===== src/rtl/mem_bus_arbiter_pkg.sv =====
// Shared constants for the memory bus arbiter: bus widths, requester count and
// the controller state encoding.
package mem_bus_arbiter_pkg;

   localparam int ADDRESS_BUS_WIDTH = 32;
   localparam int DATA_BUS_WIDTH    = 32;
   localparam int NUM_REQ           = 4;
   localparam int SEL_W             = $clog2(NUM_REQ);
   localparam int CNT_W             = 8;

   typedef enum logic {
      ST_IDLE = 1'b0,
      ST_BUSY = 1'b1
   } state_t;

endpackage


===== src/rtl/mem_bus_arbiter_rr_priority4.sv =====
// Combinational round-robin search over four requesters. The search starts at
// ptr, ascends and wraps from 3 back to 0.
module rr_priority4
   import mem_bus_arbiter_pkg::*;
(
   input  logic [NUM_REQ-1:0] req,
   input  logic [SEL_W-1:0]   ptr,
   output logic               valid,
   output logic [SEL_W-1:0]   winner
);

   logic [SEL_W-1:0] w_idx;

   // Walk from the farthest offset down to offset 0 so the nearest requester
   // at or after ptr overwrites any earlier candidate.
   always_comb begin
      // NOTE: every output gets a default first so no path leaves it unassigned,
      // which would infer a latch.
      valid  = 1'b0;
      winner = ptr;
      w_idx  = ptr;
      for (int i = NUM_REQ - 1; i >= 0; i--) begin
         w_idx = ptr + SEL_W'(i);
         if (req[w_idx]) begin
            valid  = 1'b1;
            winner = w_idx;
         end
      end
   end

endmodule


===== src/rtl/mem_bus_arbiter.sv =====
// Round-robin arbiter granting one of four requesters access to a shared memory
// port; drives the select line of the external address/data muxes.
module mem_bus_arbiter
   import mem_bus_arbiter_pkg::*;
#(
   parameter int unsigned TIMEOUT_CYCLES = 15
) (
   input  logic               clk,
   input  logic               reset,
   input  logic [NUM_REQ-1:0] req,
   input  logic               mem_ready,
   output logic [NUM_REQ-1:0] grant,
   output logic [SEL_W-1:0]   select,
   output logic               mem_en,
   output logic [NUM_REQ-1:0] ack,
   output logic               err
);

   localparam logic [CNT_W-1:0] TO_LAST = CNT_W'(TIMEOUT_CYCLES - 1);

   state_t             r_state;
   logic [SEL_W-1:0]   r_ptr;
   logic [CNT_W-1:0]   r_count;
   logic [NUM_REQ-1:0] r_grant;
   logic [SEL_W-1:0]   r_select;
   logic               r_mem_en;
   logic [NUM_REQ-1:0] r_ack;
   logic               r_err;

   logic               w_valid;
   logic [SEL_W-1:0]   w_winner;

   rr_priority4 u_rr (
      .req    (req),
      .ptr    (r_ptr),
      .valid  (w_valid),
      .winner (w_winner)
   );

   always_ff @(posedge clk) begin
      // NOTE: sequential state uses non-blocking assignments so every register
      // samples the pre-edge values, independent of statement order.
      if (reset) begin
         r_state  <= ST_IDLE;
         r_ptr    <= '0;
         r_count  <= '0;
         r_grant  <= '0;
         r_select <= '0;
         r_mem_en <= 1'b0;
         r_ack    <= '0;
         r_err    <= 1'b0;
      end else begin
         r_ack <= '0;
         r_err <= 1'b0;
         unique case (r_state)
            ST_IDLE: begin
               if (w_valid) begin
                  r_grant  <= NUM_REQ'(1) << w_winner;
                  r_select <= w_winner;
                  r_mem_en <= 1'b1;
                  r_ptr    <= w_winner + SEL_W'(1);
                  r_count  <= '0;
                  r_state  <= ST_BUSY;
               end else begin
                  r_grant  <= '0;
                  r_mem_en <= 1'b0;
               end
            end
            ST_BUSY: begin
               // mem_ready outranks a timeout landing in the same cycle.
               if (mem_ready || (r_count == TO_LAST)) begin
                  r_ack    <= r_grant;
                  r_err    <= ~mem_ready;
                  r_grant  <= '0;
                  r_mem_en <= 1'b0;
                  r_count  <= '0;
                  r_state  <= ST_IDLE;
               end else begin
                  r_count <= r_count + CNT_W'(1);
               end
            end
            default: r_state <= ST_IDLE;
         endcase
      end
   end

   assign grant  = r_grant;
   assign select = r_select;
   assign mem_en = r_mem_en;
   assign ack    = r_ack;
   assign err    = r_err;

endmodule


===== config.mk =====
export PLATFORM = sky130hd
export DESIGN_NAME = mem_bus_arbiter
export DESIGN_NICKNAME = d
export VERILOG_FILES = /design/src/rtl/mem_bus_arbiter_pkg.sv /design/src/rtl/mem_bus_arbiter_rr_priority4.sv /design/src/rtl/mem_bus_arbiter.sv
export SDC_FILE = /design/constraint.sdc
export NUM_CORES = 1
export LEC_CHECK = 0
export ABC_AREA = 0
export BUFFER_PORTS_ARGS = -buffer_cell sky130_fd_sc_hd__buf_2
export CORE_UTILIZATION = 48
export CTS_BUF_LIST = sky130_fd_sc_hd__clkbuf_4 sky130_fd_sc_hd__clkbuf_8 sky130_fd_sc_hd__clkbuf_16
export CTS_CLUSTER_SIZE = 30
export DETAILED_ROUTE_END_ITERATION = 10
export PLACE_DENSITY = 0.72
export SYNTH_ARGS = -nofsm -noshare
export SYNTH_HDL_FRONTEND = slang
export SYNTH_SLANG_ARGS = --single-unit

===== constraint.sdc =====
create_clock -name clk -period 1.4 [get_ports clk]
set_input_delay 0.21 -clock clk [delete_from_list [all_inputs] [get_ports clk]]
set_output_delay 0.21 -clock clk [all_outputs]
set_load 0.02 [all_outputs]

=== After elaboration in Yosys (flattened, before gate mapping) ===
Cells that the tools add are included.

* Magnitude comparators: 4
* $add $sub $neg: 5
* Reduce and logical (&&, ||, !) cells: 3
* Bitwise logic cells: 3
* Shift-type cells: 1
* Equality and inequality tests: 3
* Multiplexer cells: 27

{| class="wikitable"
|+ Operators with widths
! cell !! number
|-
| $mux W8 || 2
|-
| $pmux W8 S2 || 1
|-
| $lt A2 B3 Y1 const B || 4
|-
| $mux W1 || 11
|-
| $add A8 B1 Y8 const B || 1
|-
| $bmux W1 S2 || 4
|-
| $eq A8 B4 Y1 const B || 1
|-
| $mux W2 || 4
|-
| $mux W4 || 2
|-
| $pmux W4 S2 || 1
|-
| $add A2 B1 Y2 const B || 2
|-
| $add A2 B2 Y2 const B || 2
|-
| $ne A2 B1 Y1 const B || 2
|-
| $pmux W1 S2 || 2
|-
| $shl A1 B2 Y4 const A || 1
|-
| $not A1 Y1 || 3
|-
| $reduce_or A3 Y1 || 1
|-
| $reduce_and A2 Y1 || 1
|-
| $logic_or A1 B1 Y1 || 1
|}

* Flip-flop bits (word level): 23

=== Depth between registers and ports, before layout ===
Gate-level depths: netlist of run 1.

* Word-level depth: 10
* Mapped depth: 6
* Depth with buffers taken out: 6

=== Cells and area by module ===
Synthesis of run 1 repeated with hierarchy kept, for this count alone.

* Cells, all modules: 128
* Area, all modules: 1101.1 um2

{| class="wikitable"
|+ Modules (own cells, without submodules)
! module !! cells each !! area each (um2) !! seq. area each (um2) !! instances
|-
| mem_bus_arbiter || 112 || 1001.0 || 460.4 || 1
|-
| rr_priority4 || 16 || 100.1 || 0.0 || 1
|}

=== Worst setup path before layout of run 1 ===
No wires, ideal clock.

* Path kind: register to register
* Start point: reg r_count[0]
* End point: reg r_count[3]
* Required time: 1.325 ns
* Setup slack: -0.178 ns
* Arrival time: 1.503 ns
* Clock period less this slack: 1.578 ns
* Setup time: 0.075 ns
* Cell stages (with the launch flop): 6
* Path through: dfxtp_1 -> inv_1 -> ha_1 -> a311o_2 -> or3_1 -> a31oi_1

* Word-level cells in the longest chain between the ends: 4
* Elaborated cells on any way between the ends: 5
* Those cells by class: add/sub: 1; eq/ne: 1; mux: 2; reduce/logical: 1

{| class="wikitable"
|+ Ends and longest elaborated chain
! what !! RTL line !! RTL
|-
| from (decl) || mem_bus_arbiter.sv:23 || <nowiki>logic [CNT_W-1:0] r_count;</nowiki>
|-
| from (signal assigned) || mem_bus_arbiter.sv:79 || <nowiki>r_count <= r_count + CNT_W'(1);</nowiki>
|-
| branches (longest 2 deep; another with $add A8 B1 Y8) || n/a ||
|-
| $mux W8 * || mem_bus_arbiter.sv:71 || <nowiki>if (mem_ready || (r_count == TO_LAST)) begin</nowiki>
|-
| $pmux W8 S2 * || mem_bus_arbiter.sv:55 || <nowiki>unique case (r_state)</nowiki>
|}

Every way passes the cells marked *.
A chain may end at the register's enable or synchronous reset.

=== Worst setup path after layout of run 1 ===
* Start point: reg r_count[2]
* End point: reg r_count[7]

The elaborated chain is that of the path after synthesis.

==> results of run 1 <==
[worst max-delay path by stage]
| stage | start | end | slack [ps] | depth (start not counted) |
|---|---|---|---|---|
| final | r_count[2] | r_count[7] | -110 | 5 |
| after global routing | r_count[3] | r_count[7] | -200 | 5 |
| after CTS | r_count[0] | r_count[3] | -110 | 7 |
| after detailed placement | r_count[5] | ack[1] | -170 | 5 |
| after global placement | r_count[5] | ack[1] | -90 | 5 |
| after floorplan | r_count[0] | r_count[3] | -70 | 5 |
[layout by cell type (no fill, tap or decap), types with 3 or more instances in the layout]
| cell type | netlist | layout |
|---|---|---|
| clkbuf_4 | 0 | 3 |
| nand2_1 | 9 | 8 |
| nor3_2 | 1 | 3 |
| a21oi_1 | 13 | 9 |
| inv_2 | 2 | 3 |
| a21oi_2 | 0 | 4 |
| nand2b_1 | 4 | 3 |
| and2_1 | 5 | 5 |
| dfxtp_1 | 23 | 13 |
| a31oi_1 | 4 | 4 |
| buf_4 | 0 | 26 |
| dfxtp_2 | 0 | 9 |
| nor2_2 | 0 | 3 |
| buf_2 | 1 | 18 |
| buf_6 | 0 | 4 |
| nor2_1 | 12 | 9 |
[through the flow]
stage	setup WS [ps]	cell area (µm²)	hold slack, ps	TNS (ps)
2_1_floorplan	-65.1	1100	289	-86.2
3_3_place_gp	-92.2	1370	444	-629
3_5_place_dp	-171	1370	456	-1240
6_report	-107	1580	155	-863
4_1_cts	-114	1500	142	-794
5_1_grt	-196	1580	155	-2000
[sequential cells by signal (all words and copies together), names as in the netlist]
| name | cells |
|---|---|
| mem_en | 1 |
| ack | 4 |
| err | 1 |
| r_ptr | 2 |
| r_count | 8 |
| r_state | 1 |
| grant | 4 |
| select | 2 |
[logic make-up (layout without fill, tap and decap cells)]
logic type / after synthesis / count (layout) / synth area share, %
and+or+nand+nor: 50 / 50 / 24.8
AOI/OAI and AO/OA: 35 / 35 / 27.0
DFF: 23 / 23 / 42.6
buffers and inverters: 7 / 56 / 2.55
adders and majority gates: 2 / 2 / 2.31
xor gates and xnor gates: 1 / 1 / 0.810
[what timing repair did]
action / CTS / global route
gates cloned: 0 / 0
pin swaps: 12 / 13
resized for setup: 17 / 16
hold endpoints to repair: 0 / 0
buffers inserted: 6 / 5
setup endpoints to repair: 17 / 20
[cell type report]
| type | instances | area [µm²] |
|---|---|---|
| timing repair buffer | 48 | 330 |
| multi-input combinational | 88 | 701 |
| clock inverter | 1 | 5.00 |
| fill | 163 | 459 |
| clock buffer | 3 | 22.5 |
| sequential | 23 | 475 |
| inverter | 4 | 15.0 |
| tap | 27 | 33.8 |
[routing by layer]
layer / vias to the layer above / global-route usage (%) / wire (µm)
li1: 529 / - / -
met1: 518 / 23.6 / 1180
met2: 23 / 44.5 / 1470
met3: 4 / 5.56 / 111
met4: 0 / 13.3 / 36
met5: - / 0 / 0
[power by group through the flow]
stage               logic [mW]  registers, mW  clock network (mW)
global placement         0.275          0.720                   0
finish                   0.328          0.709               0.328
global route             0.351          0.714               0.355
CTS                      0.315          0.709               0.321
floorplan                0.151          0.750                   0
detailed placement       0.282          0.723                   0
[worst max-delay path, stage by stage, from the launching register on]
cell and delay, ps:
dfxtp_1 340, and2_4 170, a311o_2 450, nor3_2 140
nor2_1 70, a311oi_1 260
==> impl_metrics.csv, run 1 <==
group,metric,value,unit
critical_path,end_kind,"register",
grt,overflow,0,
outcome,violations,"negative setup slack",
logic_synthesis,seq_area_frac_synth,42.6,%
routing,via_count,1074,
grt,track_usage,23.7,%
sta,setup_ws,-107,ps
logic_synthesis,syn_avg_cell_area,9.16,µm²
logic_synthesis,yosysUniqueCellTypes,42,
routing,ant_nets,0,
floorplan,die_area,2450,µm²
logic_synthesis,synth_edf_count,0,
logic_synthesis,synth_area_leaders,"dfxtp_1 (43%), a21oi_1 (6.0%), nor2_1 (4.2%)",
sta,rsz0062_at_grt,"yes",
critical_path,cp-start-kind,"register",
routing,totalWireLength,2790,µm
pwr,p_total,1.37,mW
routing,drt_iter0_drc,22,
pwr,p_leak,0.668,nW
cts,cts_hold_buf,0,
logic_synthesis,synth.most_common_cell,"dfxtp_1",
min_path,hp-start,"mem_ready",
sta,timing.final.crit_share,108,%
routing,drc,0,
pwr,power.density,863,nW/µm²
logic_synthesis,ys_ff_latch,23,
critical_path,path_max_fanout,7,
sta,finalSetupViolCount,16,
logic_synthesis,syn_inst,118,
logic_synthesis,ys_warn_count,0,
cts,cts_buffer_depth,2,
grt,grt_max_degree,21,
critical_path,r2r_cells,5,
grt,antenna_found_initial,0,
grt,grt_pass1_wl,4350,µm
finish,final_cells,194,
pwr,comb_power_share,24.0,%
critical_path,critPathKind,"reg -> reg",
cts,clock_sinks,23,
grt,grt_pass1_vias,1057,
min_path,min_to,"err",
placed_design,place_hpwl,1880,µm
outcome,status,"finished, violations left",
finish,final_util,77.5,%
floorplan,rows,16,
cts,cts.htree.levels,1,
floorplan,core_area,2040,µm²
placed_design,gp_congestion,0.808,
sta,post-route-min-period,1510,ps
floorplan,dieWidth,49.5,µm
logic_synthesis,synth.net_count,127,
flow_run,maxCapViolCount,0,
routing,routedWlPerCell,14.4,µm
logic_synthesis,netlist_top_cells_count,"dfxtp_1 (23), a21oi_1 (13), nor2_1 (12)",
pwr,ir_worst_vdd,0.000772,V
logic_synthesis,ys.flop_type,"dfxtp_1",
sta,finalMaxSlewViolations,0,
cts,clock_latency,330,ps
pwr,power_switching,0.419,mW
routing,dr.pass1.iters,4,
cts,numCtsBuffers,3,
logic_synthesis,yosysTopAreaCellShare,42.6,%
sta,max_freq,664,MHz
pwr,sw_frac_of_total,30.7,%
floorplan,die_h,49.5,µm
pwr,p_int,0.947,mW
pwr,seq_power_share,51.9,%
floorplan,ios,19,
logic_synthesis,ys_async_sr_fraction,0,%
sta,relSlewSlack,64.1,%
placed_design,place_inst,180,
min_path,holdPathStages,2,
floorplan,start_util,52.9,%
finish,drive_gt1_share,56.9,%
sta,finClkSkew,13.2,ps
critical_path,worstPathArrival,1740,ps
sta,hold_viol_final,0,
critical_path,r2r_start,"r_count[2]",
routing,post_drt_via_cell_ratio,5.54,
finish,fin_nets,177,
pwr,clkPwrFrac,24.0,%
critical_path,rr_endpoint,"r_count[7]",
critical_path,r2r_slack,-110,ps
placed_design,numPortBuffers,18,
cts,clk_pin_slew,140,ps
finish,area_growth,46.4,%
cts,clockRootBuffer,"clkbuf_4",
sta,tightest_slew,533,ps
critical_path,worstPathRequired,1640,ps
min_path,hp-class,"in -> reg",
logic_synthesis,synthesis.area,1080,µm²
cts,cts_tree,"yes",
finish,diodes,0,
logic_synthesis,synth_top_area_cell,"dfxtp_1",
Power figures use the tool's default switching activity.
==> inputs of run 2 (changes only) <==
CORE_UTILIZATION = 40   (was 48)
PLACE_DENSITY = 0.62   (was 0.72)
TNS_END_PERCENT = 5   (was not set)
==> run 2 against run 1 <==
Net effect: the flow still finishes with violations (negative setup slack); design area increased by 0.87%; sequential share of layout area shrank 0.42 points; highest routed layer unchanged; die area increased by 19%; flip-flop and latch count stayed put; largest power group unchanged; fmax decreased by 3.8%; global-route usage shrank 3.9 points; critical path type unchanged; critical path depth increased by 1; hold slack lost 34 ps; clock power fell by 3%; largest cell class unchanged; register-to-register slack got worse by 60 ps; core utilization is 14 points lower; worst setup slack lost 60 ps.
==> impl_metrics.csv, run 2 (synthesis gave the netlist of run 1 again) <==
group,metric,value,unit
flow_run,maxCapViolCount,0,
cts,cts.htree.levels,1,
pwr,p_total,1.36,mW
critical_path,worstPathRequired,1640,ps
finish,largest_reg_flops,8,
cts,clock_sinks,23,
placed_design,place_hpwl,1840,µm
critical_path,critPathBufInv,1,
pwr,power.density,854,nW/µm²
grt,antenna_found_initial,0,
routing,drc,0,
critical_path,crit_path_start,"r_count[3]",
finish,register_area,473,µm²
pwr,clkPwrFrac,23.4,%
sta,timing.final.crit_share,112,%
floorplan,die_area,2910,µm²
sta,finClkSkew,4.18,ps
floorplan,core_area,2520,µm²
finish,area_growth,47.7,%
critical_path,path_max_fanout,4,
placed_design,place_area,1400,µm²
floorplan,die_h,54.0,µm
cts,clock_latency,310,ps
grt,grt_pass1_wl,4130,µm
finish,final_cell_mix,"buf_4 (27), buf_2 (18), dfxtp_1 (13), a21oi_1 (12)",
outcome,violations,"negative setup slack",
routing,ant_nets,0,
critical_path,r2r_start,"r_count[3]",
critical_path,worst_path_max_delay_cell,"a311o_2",
critical_path,worstPathArrival,1800,ps
finish,layout_commonest_cell,"buf_4",
pwr,p_leak,0.695,nW
sta,post-route-min-period,1570,ps
critical_path,endpoint,"r_count[7]",
sta,setup_ws,-166,ps
placed_design,numPortBuffers,18,
finish,multiInputGateArea,697,µm²
routing,via_count,1068,
sta,relSlewSlack,73.4,%
outcome,status,"finished, violations left",
grt,overflow,0,
critical_path,end_kind,"register",
routing,routedWlPerCell,13.9,µm
routing,post_drt_via_cell_ratio,5.39,
cts,clk_pin_slew,130,ps
critical_path,critPathTopFamily,"compound AO/OA/AOI/OAI gates",
critical_path,critPathKind,"reg -> reg",
floorplan,start_util,42.9,%
routing,drt_iter0_drc,17,
cts,cts_buffer_depth,2,
finish,fin_area,1600,µm²
sta,max_freq,638,MHz
cts,cts_tree,"yes",
grt,grt_max_degree,14,
floorplan,ios,19,
floorplan,dieWidth,54.0,µm
min_path,hp-class,"in -> reg",
sta,tightest_slew,399,ps
critical_path,crit_path_max_incr_delay,420,ps
critical_path,cp-start-kind,"register",
pwr,power_switching,0.405,mW
routing,totalWireLength,2750,µm
critical_path,cp_cell_sequence,"and2_4 > a311o_2 > buf_6 > nor3_4 > nor2_2 > a311oi_2",
cts,clockRootBuffer,"clkbuf_4",
critical_path,r2r_cells,6,
critical_path,crit_cells,6,
pwr,sw_frac_of_total,29.7,%
cts,numCtsBuffers,3,
grt,track_usage,19.9,%
placed_design,gp_congestion,0.780,
sta,rsz0062_at_grt,"yes",
routing,dr.pass1.iters,4,
sta,finalMaxSlewViolations,0,
sta,fin_tns_setup,-901,ps
sta,hold_viol_final,0,
finish,fill_cells,212,
finish,diodes,0,
sta,finalSetupViolCount,12,
critical_path,r2r_slack,-170,ps
floorplan,rows,18,
pwr,comb_power_share,24.7,%
pwr,p_int,0.959,mW
finish,top_register,"r_count",
critical_path,rr_endpoint,"r_count[7]",
finish,drive_gt1_share,54.2,%
finish,fin_nets,178,
grt,grt_pass1_vias,987,
pwr,seq_power_share,51.9,%
pwr,ir_worst_vdd,0.000572,V
run 2: cell type report:
cell class / count / area share [%]
Clock inverter: 1 / 0.313
Tap cell: 30 / 2.35
Clock buffer: 3 / 1.41
Sequential cell: 23 / 29.6
Timing Repair Buffer: 49 / 21.7
Multi-Input combinational cell: 88 / 43.7
Inverter: 4 / 0.940
run 2: worst min path at each step:
stage | startpoint | to | slack (ps) | cells after the start
final | mem_ready | err | 120 | 2
after global routing | mem_ready | err | 100 | 2
after CTS | mem_ready | err | 110 | 2
after detailed placement | select[1] | select[1] | 450 | 2
after global placement | mem_en | mem_en | 450 | 2
after floorplan | mem_ready | err | 290 | 1
run 2: power by group through the flow:
stage,Combinational (mW),Clock (mW),Sequential [mW]
2_1_floorplan,0.150,0,0.748
3_3_place_gp,0.284,0,0.719
3_5_place_dp,0.289,0,0.720
4_1_cts,0.309,0.325,0.707
5_1_grt,0.365,0.365,0.714
6_report,0.337,0.319,0.708
run 2: metal layers:
| layer | global-route usage [%] | vias up | share of wire [%] |
|---|---|---|---|
| met4 | 7.69 | 0 | 1.4 |
| met5 | 0 | - | 0 |
| met2 | 37.0 | 27 | 54 |
| met1 | 22.0 | 503 | 42 |
| met3 | 3.39 | 6 | 2.9 |
| li1 | - | 532 | - |
run 2: what timing repair did:
| item | 4_1_cts | 5_1_grt |
|---|---|---|
| setup endpoints to repair | 16 | 22 |
| pin swaps | 12 | 11 |
| resized for setup | 9 | 22 |
| hold endpoints to repair | 0 | 0 |
| buffers inserted | 3 | 3 |
| hold buffers | 0 | 0 |
run 2: stage by stage:
stage               instances  setup slack, ps  utilization, %  hold WS, ps
floorplan                 118            -97.0               -          289
global placement          189             -113            55.3          450
detailed placement        189             -169            55.3          451
CTS                       196             -158            58.9          115
global route              198             -255            63.3          104
finish                    198             -166            63.3          120
==> inputs of run 3 (changes only) <==
GPL_TIMING_DRIVEN = 0   (was not set)
==> run 3 against run 2 <==
Net effect: core utilization shrank 9.4 points; sequential power grew 0.8%; flip-flop and latch count is the same; clock power shrank 2%; the flow still finishes with violations (negative setup slack); worst setup slack is essentially flat; non-clock buffer count shrank 19; wire length shrank 9.1%; largest cell class unchanged; total power shrank 5.4%; register-to-register slack is essentially flat; first-iteration DRC count shrank 65%; design area shrank 15%.
==> impl_metrics.csv, run 3 (synthesis gave the netlist of run 1 again) <==
group,metric,value,unit
cts,numCtsBuffers,3,
grt,grt_max_degree,14,
routing,ant_nets,0,
min_path,hp-class,"in -> reg",
routing,totalWireLength,2500,µm
critical_path,worst_path_max_delay_cell,"a311o_2",
sta,max_freq,638,MHz
finish,fin_area,1360,µm²
routing,dr.pass1.iters,4,
critical_path,end_kind,"register",
finish,final_cell_mix,"buf_2 (19), dfxtp_1 (13), a21oi_1 (12), nor2_1 (11)",
outcome,status,"finished, violations left",
floorplan,core_area,2520,µm²
critical_path,worstPathArrival,1810,ps
min_path,holdPathStages,2,
critical_path,path_max_fanout,7,
critical_path,critPathTopFamily,"compound AO/OA/AOI/OAI gates",
floorplan,rows,18,
cts,cts_hold_buf,0,
routing,drc,0,
flow_run,maxCapViolCount,0,
finish,top_register,"r_count",
routing,post_drt_via_cell_ratio,5.59,
cts,clockRootBuffer,"clkbuf_4",
critical_path,r2r_slack,-170,ps
sta,post-route-min-period,1570,ps
sta,tightest_slew,604,ps
cts,cts.htree.levels,1,
critical_path,rr_endpoint,"r_count[6]",
pwr,power.density,950,nW/µm²
critical_path,r2r_cells,5,
sta,finClkSkew,5.04,ps
sta,rsz0062_at_grt,"yes",
floorplan,die_h,54.0,µm
sta,timing.final.crit_share,112,%
placed_design,gp_congestion,0.746,
grt,grt_pass1_wl,3880,µm
grt,track_usage,18.8,%
critical_path,worstPathRequired,1650,ps
critical_path,cp-start-kind,"register",
cts,clock_latency,310,ps
grt,antenna_found_initial,0,
critical_path,critPathKind,"reg -> reg",
finish,layout_commonest_cell,"buf_2",
pwr,p_total,1.29,mW
critical_path,cp_cell_sequence,"nor4_4 > a311o_2 > nor4_1 > a31oi_1 > a21oi_1",
placed_design,place_hpwl,1600,µm
cts,cts_tree,"yes",
grt,overflow,0,
routing,drt_iter0_drc,6,
critical_path,critPathBufInv,0,
critical_path,r2r_start,"r_count[6]",
sta,relSlewSlack,59.3,%
finish,largest_reg_flops,8,
outcome,violations,"negative setup slack",
routing,via_count,1001,
min_path,hp-start,"mem_ready",
min_path,min_to,"err",
cts,cts_buffer_depth,2,
floorplan,die_area,2910,µm²
grt,grt_pass1_vias,902,
pwr,ir_worst_vdd,0.000569,V
finish,drive_gt1_share,41.6,%
sta,finalMaxSlewViolations,0,
finish,diodes,0,
finish,fin_nets,159,
cts,clock_sinks,23,
routing,routedWlPerCell,13.9,µm
placed_design,place_area,1210,µm²
floorplan,ios,19,
cts,clk_pin_slew,130,ps
pwr,p_leak,0.558,nW
floorplan,dieWidth,54.0,µm
finish,area_growth,25.7,%
placed_design,numPortBuffers,18,
sta,setup_ws,-167,ps
critical_path,crit_path_max_incr_delay,470,ps
floorplan,start_util,42.9,%
sta,hold_viol_final,0,
sta,finalSetupViolCount,15,
run 3: changes by cell type in the layout (fill, tap and decap cells not counted), sizes merged:
cell	change
clkbuf	+2
buf	-21
run 3: worst max-delay path by stage:
stage	start	endpoint	slack [ps]	cells past startpoint
floorplan	r_count[0]	r_count[3]	-100	5
global placement	req[0]	r_count[6]	-270	7
detailed placement	req[0]	r_count[6]	-320	7
CTS	r_count[0]	r_count[3]	-140	5
global route	r_count[7]	r_count[5]	-280	6
finish	r_count[6]	r_count[6]	-170	5
run 3: repair_timing:
item,in CTS,in global routing
setup endpoints to repair,21,21
cloned,0,0
gates resized for setup,16,4
setup buffers,9,0
pin swaps,10,2
run 3: worst register-to-register path, stage by stage (launching register included):
cell and delay [ps]:
dfxtp_2 410, nor4_4 80, a311o_2 470, nor4_1 300, a31oi_1 80, a21oi_1 160
run 3: cell type report:
class	count	area, µm²
repair buffers	27	158
inverters	4	15.0
plain buffers	3	12.5
well taps	30	37.5
clock inverters	1	5.00
multi-input cells	88	628
flip-flops and latches	23	480
fillers	242	1160
clock buffers	3	22.5
run 3: metrics by stage:
| stage | cells | setup TNS [ps] | hold slack (ps) | util [%] | worst slack (ps) |
|---|---|---|---|---|---|
| 6_report | 179 | -1200 | 143 | 53.9 | -167 |
| 2_1_floorplan | 118 | -282 | 289 | - | -97.0 |
| 5_1_grt | 179 | -2830 | 131 | 53.9 | -279 |
| 4_1_cts | 179 | -1150 | 142 | 53.5 | -143 |
| 3_3_place_gp | 166 | -3020 | 449 | 48.1 | -274 |
| 3_5_place_dp | 166 | -3630 | 455 | 48.1 | -325 |
run 3: per-layer routing:
metal	wire (µm)	track usage, %	part of all wire (%)
met5	0	0	0
met4	23	6.41	0.92
met3	57	2.54	2.3
met2	1290	36.4	52
met1	1130	20.6	45
run 3: report_power, final:
part	total (mW)	internal (mW)	switching (mW)	leakage (nW)
combinational	0.263	0.115	0.148	0.347
clock	0.314	0.107	0.207	0.0177
sequential	0.714	0.685	0.0283	0.193
